[src/rtl/dma_pkg.sv]
// Shared DMA definitions: AXI size/response encodings, burst limit and read FSM states.
package dma_pkg;

  localparam int FIXED_BURST_SIZE = 256;

  localparam logic [2:0] SIZE_1B = 3'b000;
  localparam logic [2:0] SIZE_2B = 3'b001;
  localparam logic [2:0] SIZE_4B = 3'b010;

  localparam logic [1:0] RESP_OKAY   = 2'b00;
  localparam logic [1:0] RESP_EXOKAY = 2'b01;
  localparam logic [1:0] RESP_SLVERR = 2'b10;
  localparam logic [1:0] RESP_DECERR = 2'b11;

  typedef enum logic [1:0] {
    RD_IDLE,
    RD_PRE,
    RD_START,
    RD_SEQ
  } rd_state_t;

  // Words in the next burst: the remainder, capped at the fixed burst size.
  function automatic logic [8:0] burst_len(input logic [31:0] remaining);
    return (remaining >= 32'(FIXED_BURST_SIZE)) ? 9'(FIXED_BURST_SIZE) : remaining[8:0];
  endfunction

endpackage

[src/rtl/dma_read.sv]
// AXI4 read master streaming num_trans 32-bit words from start_addr, one burst in flight.
// Define DMA_READ_RLAST_CHECK_EN to also flag beats whose RLAST disagrees with the beat count.
module dma_read
  import dma_pkg::*;
#(
  parameter int BITS_TRANS       = 18,
  parameter int AXI_WIDTH_ID     = 4,
  parameter int AXI_WIDTH_AD     = 32,
  parameter int AXI_WIDTH_DA     = 32,
  parameter int AXI_WIDTH_ARUSER = 1,
  parameter int AXI_WIDTH_RUSER  = 1
) (
  input  logic                        clk,
  input  logic                        rst,
  output logic [AXI_WIDTH_ID-1:0]     M_AXI_ARID,
  output logic [AXI_WIDTH_AD-1:0]     M_AXI_ARADDR,
  output logic [7:0]                  M_AXI_ARLEN,
  output logic [2:0]                  M_AXI_ARSIZE,
  output logic [1:0]                  M_AXI_ARBURST,
  output logic                        M_AXI_ARLOCK,
  output logic [3:0]                  M_AXI_ARCACHE,
  output logic [2:0]                  M_AXI_ARPROT,
  output logic [3:0]                  M_AXI_ARQOS,
  output logic [AXI_WIDTH_ARUSER-1:0] M_AXI_ARUSER,
  output logic                        M_AXI_ARVALID,
  input  logic                        M_AXI_ARREADY,
  input  logic [AXI_WIDTH_ID-1:0]     M_AXI_RID,
  input  logic [AXI_WIDTH_DA-1:0]     M_AXI_RDATA,
  input  logic [1:0]                  M_AXI_RRESP,
  input  logic                        M_AXI_RLAST,
  input  logic [AXI_WIDTH_RUSER-1:0]  M_AXI_RUSER,
  input  logic                        M_AXI_RVALID,
  output logic                        M_AXI_RREADY,
  input  logic                        start_dma,
  input  logic [BITS_TRANS-1:0]       num_trans,
  input  logic [AXI_WIDTH_AD-1:0]     start_addr,
  output logic                        done_o,
  output logic [AXI_WIDTH_DA-1:0]     outdata_o,
  output logic                        outdata_vld_o,
  input  logic                        outdata_rdy_i,
  output logic                        fail_check
);

  rd_state_t             state_q;
  logic [BITS_TRANS-1:0] num_trans_q, words_done_q;
  logic [AXI_WIDTH_AD-1:0] addr_q;
  logic [7:0]            arlen_q, beat_q;
  logic                  arvalid_q, done_q, fail_q;
  logic [8:0]            blen_d, burst_words;
  logic                  in_seq, beat_acc, beat_err, unused_rd;

  assign blen_d      = burst_len(32'(num_trans_q - words_done_q));
  assign burst_words = {1'b0, arlen_q} + 9'd1;
  assign in_seq      = (state_q == RD_SEQ);
  assign beat_acc    = in_seq && M_AXI_RVALID && outdata_rdy_i;

`ifdef DMA_READ_RLAST_CHECK_EN
  assign beat_err  = (M_AXI_RRESP != RESP_OKAY) || (M_AXI_RLAST != (beat_q == arlen_q));
  assign unused_rd = ^{M_AXI_RID, M_AXI_RUSER};
`else
  assign beat_err  = (M_AXI_RRESP != RESP_OKAY);
  assign unused_rd = ^{M_AXI_RID, M_AXI_RUSER, M_AXI_RLAST};
`endif

  assign M_AXI_ARID    = '0;
  assign M_AXI_ARBURST = 2'b01;
  assign M_AXI_ARLOCK  = 1'b0;
  assign M_AXI_ARCACHE = 4'b0011;
  assign M_AXI_ARPROT  = 3'b000;
  assign M_AXI_ARQOS   = 4'b1111;
  assign M_AXI_ARUSER  = '0;
  assign M_AXI_ARSIZE  = SIZE_4B;
  assign M_AXI_ARADDR  = addr_q;
  assign M_AXI_ARLEN   = arlen_q;
  assign M_AXI_ARVALID = arvalid_q;

  // The R channel is a straight pass-through to the consumer while a burst is open.
  assign M_AXI_RREADY  = in_seq && outdata_rdy_i;
  assign outdata_vld_o = in_seq && M_AXI_RVALID;
  assign outdata_o     = in_seq ? M_AXI_RDATA : '0;
  assign done_o        = done_q;
  assign fail_check    = fail_q;

  always_ff @(posedge clk) begin
    if (rst) begin
      state_q      <= RD_IDLE;
      num_trans_q  <= '0;
      words_done_q <= '0;
      addr_q       <= '0;
      arlen_q      <= '0;
      beat_q       <= '0;
      arvalid_q    <= 1'b0;
      done_q       <= 1'b0;
      fail_q       <= 1'b0;
    end else begin
      done_q <= 1'b0;
      fail_q <= 1'b0;
      case (state_q)
        RD_IDLE: begin
          if (start_dma) begin
            num_trans_q  <= num_trans;
            addr_q       <= start_addr;
            words_done_q <= '0;
            beat_q       <= '0;
            state_q      <= RD_PRE;
          end
        end
        RD_PRE: begin
          if (words_done_q == num_trans_q) begin
            done_q  <= 1'b1;
            state_q <= RD_IDLE;
          end else begin
            arlen_q   <= 8'(blen_d - 9'd1);
            arvalid_q <= 1'b1;
            state_q   <= RD_START;
          end
        end
        RD_START: begin
          if (M_AXI_ARREADY) begin
            arvalid_q <= 1'b0;
            beat_q    <= '0;
            state_q   <= RD_SEQ;
          end
        end
        RD_SEQ: begin
          if (beat_acc) begin
            fail_q <= beat_err;
            beat_q <= beat_q + 8'd1;
            // Completion is decided by the beat count alone, never by RLAST.
            if (beat_q == arlen_q) begin
              words_done_q <= words_done_q + BITS_TRANS'(burst_words);
              addr_q       <= addr_q + AXI_WIDTH_AD'({burst_words, 2'b00});
              state_q      <= RD_PRE;
            end
          end
        end
        default: state_q <= RD_IDLE;
      endcase
    end
  end

endmodule

[config.mk]
export PLATFORM = sky130hd
export DESIGN_NAME = dma_read
export DESIGN_NICKNAME = d
export VERILOG_FILES = /design/src/rtl/dma_pkg.sv /design/src/rtl/dma_read.sv
export SDC_FILE = /design/constraint.sdc
export NUM_CORES = 1
export LEC_CHECK = 0
export ABC_CLOCK_PERIOD_IN_PS = 5500
export CELL_PAD_IN_SITES_DETAIL_PLACEMENT = 1
export CELL_PAD_IN_SITES_GLOBAL_PLACEMENT = 1
export CORE_UTILIZATION = 36
export DETAILED_ROUTE_END_ITERATION = 16
export HOLD_SLACK_MARGIN = 0.12
export PLACE_DENSITY = 0.93
export REMOVE_ABC_BUFFERS = 1
export SLEW_MARGIN = 20
export SYNTH_ARGS = -nofsm -noshare
export SYNTH_HDL_FRONTEND = slang
export SYNTH_SLANG_ARGS = --single-unit
export TNS_END_PERCENT = 50
[constraint.sdc]
create_clock -name clk -period 5.5 [get_ports clk]
set_input_delay 1.1 -clock clk [delete_from_list [all_inputs] [get_ports clk]]
set_output_delay 1.1 -clock clk [all_outputs]
set_load 0.005 [all_outputs]
==> Flow_metrics.wiki <==
{| class="wikitable"
! Metric !! Value
|-
| Die Y || 134 µm
|-
| Commonest non-fill, non-tap cells in the layout || 165 x sky130_fd_sc_hd__clkdlybuf4s50_1, 98 x sky130_fd_sc_hd__nand2_1, 90 x sky130_fd_sc_hd__a21oi_1, 89 x sky130_fd_sc_hd__dfxtp_1, 75 x sky130_fd_sc_hd__nor2_1
|-
| Largest net degree at the start of global routing || 68
|-
| Leakage || 3.21 nW
|-
| Design Power || 2.21 mW
|-
| Horiz. Die Dim || 134 µm
|-
| Fraction of layout instances using a drive strength above 1 || 3.03%
|-
| Min-Delay Path Class || register to register
|-
| Via/cell ratio || 5.54
|-
| Post-placement worst setup slack || 1.51 ns
|-
| Inserted Clock Buffers || 9
|-
| Relative slew slack || 35.1%
|-
| Placement row count || 48
|-
| Sequential cell area fraction in the yosys report || 28.3%
|-
| Deepest clock path buffer count || 2
|-
| Area growth from synthesis to layout || 32.6%
|-
| Count of hold-fix buffers inserted at cts || 0
|-
| Iteration count of the initial detailed-routing pass || 5
|-
| Share of async-settable or async-resettable flops after synthesis || 0%
|-
| Starting utilization of the core area || 36.7%
|-
| Crit path required time || 5.77 ns
|-
| Number of library cell types mapped by synthesis || 61
|-
| Most common flop cell mapped by yosys || sky130_fd_sc_hd__dfxtp_1
|-
| Number of flops mapped to enable cells by yosys || 0
|-
| Total negative slack for setup checks || 0 ns
|-
| Routability Congestion || 0.850
|-
| Clock insertion delay at the later pin of the skew report || 0.36 ns
|-
| Synth Cell Area || 6300 µm²
|-
| Antenna diode count || 0
|-
| Utilization of the core after routing || 48.7%
|-
| Number of nets in the final layout || 1,128
|-
| Worst Max-Slew Pin Slew || 0.972 ns
|-
| Worst hold slack || 0.458 ns
|-
| Share of the clock period used by the worst path after layout || 72.0%
|-
| HPWL Detailed || 15,800 µm
|-
| Wire length reported by the detailed router || 21,500 µm
|-
| Total die area || 18,000 µm²
|-
| CTS sink cnt || 89
|-
| Slew Viols, Final || 0
|-
| Peak VDD IR || 186 µV
|-
| Global router's overall resource usage || 23.5%
|-
| Unrepaired setup endpoints after global routing || false
|-
| Clock skew || 0.00771 ns
|-
| Most common cell after layout, fill and taps aside || sky130_fd_sc_hd__clkdlybuf4s50_1
|-
| Root buffer selected by CTS || sky130_fd_sc_hd__clkbuf_16
|-
| Ports placed on the boundary || 195
|-
| Pwr per Cell Area || 264 nW/µm²
|-
| Antenna violations before repair || 0
|-
| Crit. End Element || register
|-
| CORE AREA || 17,200 µm²
|-
| Final hold viol count || 0
|-
| Total of buffers placed on input and output ports || 166
|-
| Vias post-DR || 6,728
|-
| Post-synthesis sequential element count || 89
|-
| Number of nets with antenna violations after routing || 0
|-
| Count of instances resized after the clock tree is built || 0
|-
| Class of the most critical setup path || register to register
|-
| Vias in the first global route || 6,860
|-
| Total number of yosys warnings || 0
|-
| Detailed-route DRC error count || 0
|-
| Wire length of the first global-routing pass || 34,000 µm
|-
| Clock tree from TritonCTS || yes
|-
| Iteration-0 DRC Markers || 380
|-
| Max-cap violation count || 0
|-
| Clock slew at the register clock pins of the worst setup and hold paths || 0.07 ns
|-
| Highest clock frequency the design can meet || 253 MHz
|-
| Critical Path Fanout Max || 6
|-
| Final period demand of the worst path || 3.96 ns
|-
| Setup violators final || 0
|-
| Mean Syn Cell Area || 7.49 µm²
|-
| Depth of the CTS H-tree || 3
|-
| Setup crit start kind || register
|-
| Setup repair bufs after CTS || 0
|-
| Mean routed wirelength per cell || 17.7 µm
|-
| Aggregate global routing overflow || 0
|-
| Arr. time, crit path || 4.23 ns
|-
| Result of the run || finished clean
|-
| Worst Setup Slack, final || 1.54 ns
|-
| Number of instances in the synthesized netlist || 842
|}
==> worst max-delay path, stage by stage, from the launching register on <==
cell                        delay (ns)
sky130_fd_sc_hd__dfxtp_1          0.36
sky130_fd_sc_hd__ha_1             0.19
sky130_fd_sc_hd__inv_1            0.06
sky130_fd_sc_hd__fa_1             0.46
sky130_fd_sc_hd__a21oi_4          0.22
sky130_fd_sc_hd__o211a_4          0.20
sky130_fd_sc_hd__nor2_2           0.06
sky130_fd_sc_hd__o41ai_4          0.30
sky130_fd_sc_hd__xnor2_1          0.14
sky130_fd_sc_hd__a2111oi_2        0.39
sky130_fd_sc_hd__o2111ai_2        0.28
sky130_fd_sc_hd__inv_1            0.23
sky130_fd_sc_hd__nand2_1          0.09
sky130_fd_sc_hd__ha_1             0.25
sky130_fd_sc_hd__or3_1            0.39
sky130_fd_sc_hd__a311oi_1         0.25
==> Yosys cell counts (2+ instances only) <==
cell | n | area, µm²
sky130_fd_sc_hd__a31oi_1 | 14 | 87.6
sky130_fd_sc_hd__a21boi_0 | 2 | 15.0
sky130_fd_sc_hd__nand3_1 | 27 | 135
sky130_fd_sc_hd__conb_1 | 2 | 7.51
sky130_fd_sc_hd__or4_1 | 4 | 30.0
sky130_fd_sc_hd__o21ai_0 | 35 | 175
sky130_fd_sc_hd__or2_2 | 2 | 12.5
sky130_fd_sc_hd__ha_1 | 44 | 551
sky130_fd_sc_hd__a221oi_1 | 8 | 70.1
sky130_fd_sc_hd__o2111ai_1 | 2 | 17.5
sky130_fd_sc_hd__xor2_1 | 10 | 87.6
sky130_fd_sc_hd__and3_1 | 8 | 50.1
sky130_fd_sc_hd__nor2b_1 | 5 | 31.3
sky130_fd_sc_hd__inv_1 | 48 | 180
sky130_fd_sc_hd__nand2_1 | 98 | 368
sky130_fd_sc_hd__or3_1 | 9 | 56.3
sky130_fd_sc_hd__mux2i_1 | 6 | 60.1
sky130_fd_sc_hd__clkbuf_1 | 30 | 113
sky130_fd_sc_hd__nand3b_1 | 2 | 15.0
sky130_fd_sc_hd__o211ai_1 | 9 | 67.6
sky130_fd_sc_hd__a22oi_1 | 6 | 45.0
sky130_fd_sc_hd__a21o_1 | 12 | 90.1
sky130_fd_sc_hd__and4_1 | 3 | 26.3
sky130_fd_sc_hd__a211oi_1 | 8 | 60.1
sky130_fd_sc_hd__o31ai_1 | 4 | 30.0
sky130_fd_sc_hd__a211o_1 | 2 | 17.5
sky130_fd_sc_hd__buf_4 | 22 | 165
sky130_fd_sc_hd__xnor2_1 | 36 | 315
sky130_fd_sc_hd__nor3_1 | 22 | 110
sky130_fd_sc_hd__buf_2 | 5 | 25.0
sky130_fd_sc_hd__o31a_1 | 2 | 17.5
sky130_fd_sc_hd__nand2b_1 | 3 | 18.8
sky130_fd_sc_hd__o21ai_1 | 5 | 25.0
sky130_fd_sc_hd__a21oi_1 | 90 | 450
sky130_fd_sc_hd__buf_1 | 2 | 7.51
sky130_fd_sc_hd__o21bai_1 | 4 | 30.0
sky130_fd_sc_hd__fa_1 | 3 | 60.1
sky130_fd_sc_hd__a311oi_1 | 2 | 17.5
sky130_fd_sc_hd__and2_1 | 38 | 238
sky130_fd_sc_hd__o22ai_1 | 4 | 25.0
sky130_fd_sc_hd__nor4_1 | 7 | 43.8
sky130_fd_sc_hd__nor2_1 | 76 | 285
sky130_fd_sc_hd__dfxtp_1 | 89 | 1780
sky130_fd_sc_hd__o21a_1 | 6 | 45.0
sky130_fd_sc_hd__nand4_1 | 10 | 62.6
==> sequential cells by signal (all words and copies together) (netlist names) <==
| name | count |
|---|---|
| M_AXI_ARADDR | 32 |
| num_trans_q | 18 |
| words_done_q | 18 |
| M_AXI_ARLEN | 8 |
| beat_q | 8 |
| state_q | 2 |
| M_AXI_ARVALID | 1 |
| done_o | 1 |
| fail_check | 1 |
==> cells by family (layout without fill, tap and decap cells) <==
logic type,count (synthesis),after routing,synth area share [%]
simple gates,318,318,24.0
xor+xnor,46,46,6.39
mux,6,6,0.953
buf+inv,108,236,7.84
fa+ha+maj,47,47,9.69
flops,89,89,28.3
other cells,2,22,0.119
compound gates,226,226,22.7
==> power by group <==
part | switching (mW) | internal [mW] | total (mW)
combinational | 0.401 | 0.356 | 0.756
sequential | 0.0702 | 0.698 | 0.768
clock | 0.286 | 0.398 | 0.684
total | 0.756 | 1.45 | 2.21
==> layout make-up <==
cell class | instances | area [µm²]
Clock buffer | 11 | 233
Multi-Input combinational cell | 665 | 4110
Fill cell | 2142 | 8820
Timing Repair Buffer | 171 | 1690
Sequential cell | 89 | 1780
Tap cell | 225 | 282
Clock inverter | 5 | 80.1
Inverter | 49 | 184
==> per-layer routing <==
layer  track usage, %  share of wire, %  up-vias
li1                 -                 -     3198
met1             26.9                42     3239
met2             43.1                50      245
met3             3.44               5.3       46
met4             10.4               2.7        0
met5                0                 0        -
==> path summary, 6_finish.rpt <==
| check | start | endpoint | slack, ns | cells past startpoint |
|---|---|---|---|---|
| worst min register to register | num_trans_q[0] | num_trans_q[0] | 0.46 | 2 |
| worst max register to register | words_done_q[0] | M_AXI_ARLEN[2] | 1.54 | 15 |
| worst min-delay path | num_trans_q[0] | num_trans_q[0] | 0.46 | 2 |
| worst max-delay path | words_done_q[0] | M_AXI_ARLEN[2] | 1.54 | 15 |
==> stage by stage <==
step / instances / area [µm²]
after global placement: 1199 / 8050
after detailed placement: 1199 / 8050
final: 1215 / 8360
after global routing: 1215 / 8360
after floorplan: 803 / 6070
after CTS: 1215 / 8360
Note: power is estimated with default switching activity, not from simulation.
